**config.mk**
```make
export PLATFORM = sky130hd
export DESIGN_NAME = register_file_mp
export DESIGN_NICKNAME = d
export VERILOG_FILES = /design/src/rtl/register_file_mp_pkg.sv /design/src/rtl/register_file_mp_rf_read_port.sv /design/src/rtl/register_file_mp.sv
export SDC_FILE = /design/constraint.sdc
export NUM_CORES = 2
export LEC_CHECK = 0
export BUFFER_PORTS_ARGS = -buffer_cell sky130_fd_sc_hd__buf_2
export CORE_UTILIZATION = 52
export CTS_CLUSTER_DIAMETER = 40
export DETAILED_ROUTE_END_ITERATION = 8
export HOLD_SLACK_MARGIN = 0.12
export PLACE_DENSITY = 0.79
export SLEW_MARGIN = 5
export SYNTH_ARGS = -nofsm -noshare
export SYNTH_HDL_FRONTEND = slang
export SYNTH_SLANG_ARGS = --single-unit
```
**constraint.sdc**
```tcl
create_clock -name CLK -period 2.1 [get_ports CLK]
set_input_delay 0.42 -clock CLK [delete_from_list [all_inputs] [get_ports CLK]]
set_output_delay 0.42 -clock CLK [all_outputs]
set_load 0.05 [all_outputs]
```
**src/rtl/register_file_mp_pkg.sv**
```systemverilog
// Shared sizing defaults and derived index limits for the multi-read-port register file.
package register_file_mp_pkg;

   localparam int RF_DATA_WIDTH = 32;
   localparam int RF_ADDR_WIDTH = 5;
   localparam int RF_NUM_RD     = 2;

   localparam int RF_DATA_MSB   = RF_DATA_WIDTH - 1;
   localparam int RF_ADDR_MSB   = RF_ADDR_WIDTH - 1;
   localparam int RF_RD_MSB     = RF_NUM_RD - 1;

endpackage

```
**src/rtl/register_file_mp_rf_read_port.sv**
```systemverilog
// One registered read lane: write-first bypass, optional R0 zero gating (RF_R0_ZERO_EN),
// enable-gated output register with asynchronous clear.
module rf_read_port
   import register_file_mp_pkg::*;
#(
   parameter int DATA_WIDTH = RF_DATA_WIDTH,
   parameter int ADDR_WIDTH = RF_ADDR_WIDTH
) (
   input  logic                  clk,
   input  logic                  rst_n,
   input  logic                  rd_en,
   input  logic [ADDR_WIDTH-1:0] rd_addr,
   input  logic                  wr_en,
   input  logic [ADDR_WIDTH-1:0] wr_addr,
   input  logic [DATA_WIDTH-1:0] wr_data,
   input  logic [DATA_WIDTH-1:0] arr_data,
   output logic [DATA_WIDTH-1:0] rd_data,
   output logic                  wr_hit
);

   logic                  hit;
   logic                  r0_sel;
   logic [DATA_WIDTH-1:0] rd_data_reg, rd_data_next;
   logic                  wr_hit_reg, wr_hit_next;

   assign hit = wr_en && (rd_addr == wr_addr);

`ifdef RF_R0_ZERO_EN
   assign r0_sel = (rd_addr == '0);
`else
   assign r0_sel = 1'b0;
`endif

   // Bypass gives the freshly written value; R0 gating overrides it.
   always_comb begin
      rd_data_next = hit ? wr_data : arr_data;
      wr_hit_next  = hit;
      if (r0_sel) begin
         rd_data_next = '0;
         wr_hit_next  = 1'b0;
      end
   end

   always_ff @(posedge clk or negedge rst_n) begin
      if (!rst_n) begin
         rd_data_reg <= '0;
         wr_hit_reg  <= 1'b0;
      end else if (rd_en) begin
         rd_data_reg <= rd_data_next;
         wr_hit_reg  <= wr_hit_next;
      end
   end

   assign rd_data = rd_data_reg;
   assign wr_hit  = wr_hit_reg;

endmodule

```
**src/rtl/register_file_mp.sv**
```systemverilog
// Parametrised register file: one write port, NUM_RD registered read ports with bypass.
// Optional feature macro: RF_R0_ZERO_EN (entry 0 hardwired to zero).
module register_file_mp
   import register_file_mp_pkg::*;
#(
   parameter int DATA_WIDTH = RF_DATA_WIDTH,
   parameter int ADDR_WIDTH = RF_ADDR_WIDTH,
   parameter int NUM_RD     = RF_NUM_RD
) (
   input  logic                         CLK,
   input  logic                         RST,
   input  logic [NUM_RD-1:0]            READ,
   input  logic                         WRITE,
   input  logic [ADDR_WIDTH-1:0]        ADDR_W,
   input  logic [DATA_WIDTH-1:0]        DATA_W,
   input  logic [NUM_RD*ADDR_WIDTH-1:0] ADDR_R,
   output logic [NUM_RD*DATA_WIDTH-1:0] DATA_R,
   output logic [NUM_RD-1:0]            WR_HIT
);

   localparam int DEPTH = 2 ** ADDR_WIDTH;

   logic [DATA_WIDTH-1:0] mem_reg [DEPTH];
   logic                  wr_ok;

`ifdef RF_R0_ZERO_EN
   assign wr_ok = WRITE && (ADDR_W != '0);
`else
   assign wr_ok = WRITE;
`endif

   // Storage must clear on reset, so it is built from flops rather than block RAM.
   always_ff @(posedge CLK or negedge RST) begin
      if (!RST) begin
         for (int i = 0; i < DEPTH; i++) begin
            mem_reg[i] <= '0;
         end
      end else if (wr_ok) begin
         mem_reg[ADDR_W] <= DATA_W;
      end
   end

   generate
      for (genvar gi = 0; gi < NUM_RD; gi++) begin : g_rd
         logic [ADDR_WIDTH-1:0] rd_addr;
         assign rd_addr = ADDR_R[gi*ADDR_WIDTH +: ADDR_WIDTH];

         rf_read_port #(
            .DATA_WIDTH (DATA_WIDTH),
            .ADDR_WIDTH (ADDR_WIDTH)
         ) u_port (
            .clk      (CLK),
            .rst_n    (RST),
            .rd_en    (READ[gi]),
            .rd_addr  (rd_addr),
            .wr_en    (WRITE),
            .wr_addr  (ADDR_W),
            .wr_data  (DATA_W),
            .arr_data (mem_reg[rd_addr]),
            .rd_data  (DATA_R[gi*DATA_WIDTH +: DATA_WIDTH]),
            .wr_hit   (WR_HIT[gi])
         );
      end
   endgenerate

endmodule

```
==> run_results.csv <==
group,metric,value,unit
power_and_ir_drop,p_per_area,972,nW/um^2
place,place_congestion,0.908,
global_routing,grt_pass1_wl,288,mm
yosys,yosysSeqAreaShare,47.2,%
timing,tns,0,ps
floorplan,die_y,335,um
yosys,synth_top_area_share,47.2,%
global_routing,grt_pass1_vias,42700,
clock_network,cts_tree,"done",
yosys,synth-compound-area-share,6.61,%
detailed_routing,drtAntennaViolNets,0,
detailed_routing,remaining_drc_errors,0,
setup_path,required,1680,ps
detailed_routing,wl_per_cell,33.3,um
cells_and_area,drive_gt1_share,50.9,%
setup_path,cp_slowest_cell,"dfrtp_1",
global_routing,grt_antenna_before_repair,17,
clock_network,cts_buffers,143,
detailed_routing,post_drt_via_cell_ratio,7.00,
yosys,yosysUniqueCellTypes,57,
setup_path,cp-end-kind,"output port",
clock_network,clockBufferDepth,3,
yosys,post_synth_and_or_nand_nor_area_fraction,1.80,%
detailed_routing,first_iter_violations,4651,
yosys,async_flop_share,100,%
timing,hold_violations,0,
flow_run,maxCapViolCount,0,
setup_path,critPathMaxStageDelay,530,ps
clock_network,ctsHtreeMaxLevel,4,
setup_path,crit_arrival,1610,ps
clock_network,cts_root_buf,"clkbuf_16",
setup_path,crit_buf_inv,1,
timing,rsz0062_at_grt,"false",
yosys,synthesis.nets,4079,
timing,worst_slew_pin_slew,660,ps
yosys,muxShareOfSynthArea,40.5,%
setup_path,critPathLaunchType,"register",
global_routing,grt_start_max_net_pins,85,
floorplan,rows,121,
yosys,synth_edf_count,0,
floorplan,core-area,110000,sq um
yosys,synth_common_cells,"dfrtp_1, mux2_2, mux4_2, mux2i_1, clkbuf_1",
clock_network,ctsHoldBuffers,1,
setup_path,worstPathCellList,"buf_2",
yosys,synth_top_family_by_area,"multiplexers",
timing,fin_skew,42.0,ps
detailed_routing,vias,41100,
floorplan,start_util,52.7,%
timing,fin_crit_sh,96.8,%
yosys,synth_fa_ha_area_share,0,%
timing,slew_viol_final,0,
place,dp_hpwl,124,mm
power_and_ir_drop,vdd_drop_max,798,uV
power_and_ir_drop,leakagePower,0.0303,uW
yosys,synth.yosys.warnings,0,
setup_path,startpoint,"g_rd[1].u_port.rd_data[23]$_DFFE_PN0P_",
clock_network,clock-sinks,1090,
yosys,syn_inst,4027,
global_routing,grt-ovfl-total,0,
setup_path,critPathMaxFanout,2,
yosys,synth_top_area_cell,"dfrtp_1",
min_path,hold_path.class,"in -> async",
global_routing,grt_use_total,35.1,%
cells_and_area,nets,4321,
yosys,synth.most_common_cell,"dfrtp_1",
timing,maxSlewHeadroom,55.9,%
yosys,syn_area,57800,sq um
cells_and_area,post-route-util,62.4,%
setup_path,worstSetupPathType,"reg -> out",
yosys,synth_top_cells_by_area,"dfrtp_1, mux2_2, mux4_2",
cells_and_area,largest_register_ffs,1024,
floorplan,die_area,113000,sq um
detailed_routing,wirelength,195,mm
timing,fmax,0.492,GHz
setup_path,cp_top_family,"flip-flops",
detailed_routing,drt_first_pass_iters,6,
yosys,avgSynthCellArea,14.4,sq um
setup_path,reg2reg_from,"mem_reg[933]$_DFFE_PN0P_",
clock_network,clk_latency,770,ps
timing,whs,179,ps
yosys,synth_xor_area_share,0.151,%
timing,period_needed,2030,ps
clock_network,post_cts_resized,0,
status,outcome,"completed",
floorplan,ios,118,
yosys,ys.flop_type,"dfrtp_1",
yosys,ys_seq_elements,1090,
place,io_buffers,117,
cells_and_area,syn_to_final_growth,18.4,%
timing,setup_violations,0,
clock_network,clk_pin_slew,60,ps
floorplan,die_w,335,um
clock_network,post_cts_buffers,0,
-- cell families after synthesis --
kind of cell	Yosys count
xor gates and xnor gates	10
DFF	1090
AOI/OAI and AO/OA	521
and+or+nand+nor	203
muxes	1754
buffers and inverters	449
-- placed cells by master, fill, tap and decap left out, types with 12 or more instances in the layout --
cell type   synthesis  routed
clkinvlp_4          0      15
clkinv_2            0      17
nor2_1             38      23
dfrtp_1          1090    1090
a221oi_1           13      13
clkbuf_16           0     148
o22ai_1            56      56
a22o_1             54      54
mux2_2           1040    1040
a21boi_0           12      12
a21oi_1            60      60
inv_1              16      16
mux4_2            361     361
a211oi_1           68      68
a31oi_1            35      35
nand3_1            33      33
inv_6               0      23
nor2_4              0      19
clkbuf_1          196      12
nand2_2             0      16
o21ai_1            35      34
nor2b_1            46      42
a21o_1             29      29
nand2_1            46      30
a311o_1            23      23
o221ai_1           45      45
clkbuf_8            0      14
buf_4              27     253
buf_2             119     106
a22oi_1            62      62
buf_12              3     164
mux2i_1           341     341
-- report_power, final --
part | internal, uW | switching, uW
Clock | 14700 | 10100
Sequential | 25100 | 3250
Combinational | 7490 | 5890
-- through the flow --
stage | worst slack, ps | std cells | total power, uW | area (sq um)
4_1_cts | 60.2 | 5858 | 66400 | 68400
6_report | 67.8 | 5866 | 66500 | 68400
2_1_floorplan | 40.5 | 4027 | 37100 | 57800
3_3_place_gp | -352 | 5599 | 40900 | 63600
5_1_grt | 72.6 | 5862 | 68800 | 68400
3_5_place_dp | -361 | 5599 | 41600 | 63600
-- path summary, 6_finish.rpt --
| check | to | slack, ps | cells past startpoint |
|---|---|---|---|
| max in group asynchronous | mem_reg[754]$_DFFE_PN0P_ | 1000 | 4 |
| worst min-delay path | mem_reg[409]$_DFFE_PN0P_ | 180 | 2 |
| worst max register to register | g_rd[1].u_port.rd_data[5]$_DFFE_PN0P_ | 150 | 5 |
| min in group CLK | g_rd[1].u_port.rd_data[23]$_DFFE_PN0P_ | 230 | 4 |
| worst min register to register | g_rd[0].u_port.wr_hit$_DFFE_PN0P_ | 500 | 1 |
| worst max-delay path | DATA_R[55] | 70 | 1 |
-- routing by layer --
metal	vias to the layer above	share of wire [%]	global-route usage, %
li1	16100	-	-
met1	21500	37	46.3
met4	14	6.6	20.8
met5	-	0.052	0
met2	2758	44	51.6
met3	738	12	10.2
-- layout make-up --
class                           instances  area (sq um)
Antenna cell                            8          20.0
Clock buffer                          174          3940
Clock inverter                         84           913
Fill cell                            7814         41200
Inverter                               16          60.1
Multi-Input combinational cell       2488         28600
Sequential cell                      1090         27300
Tap cell                             1476          1850
Timing Repair Buffer                  530          5810
No activity file was read; power rests on OpenSTA's default activity.
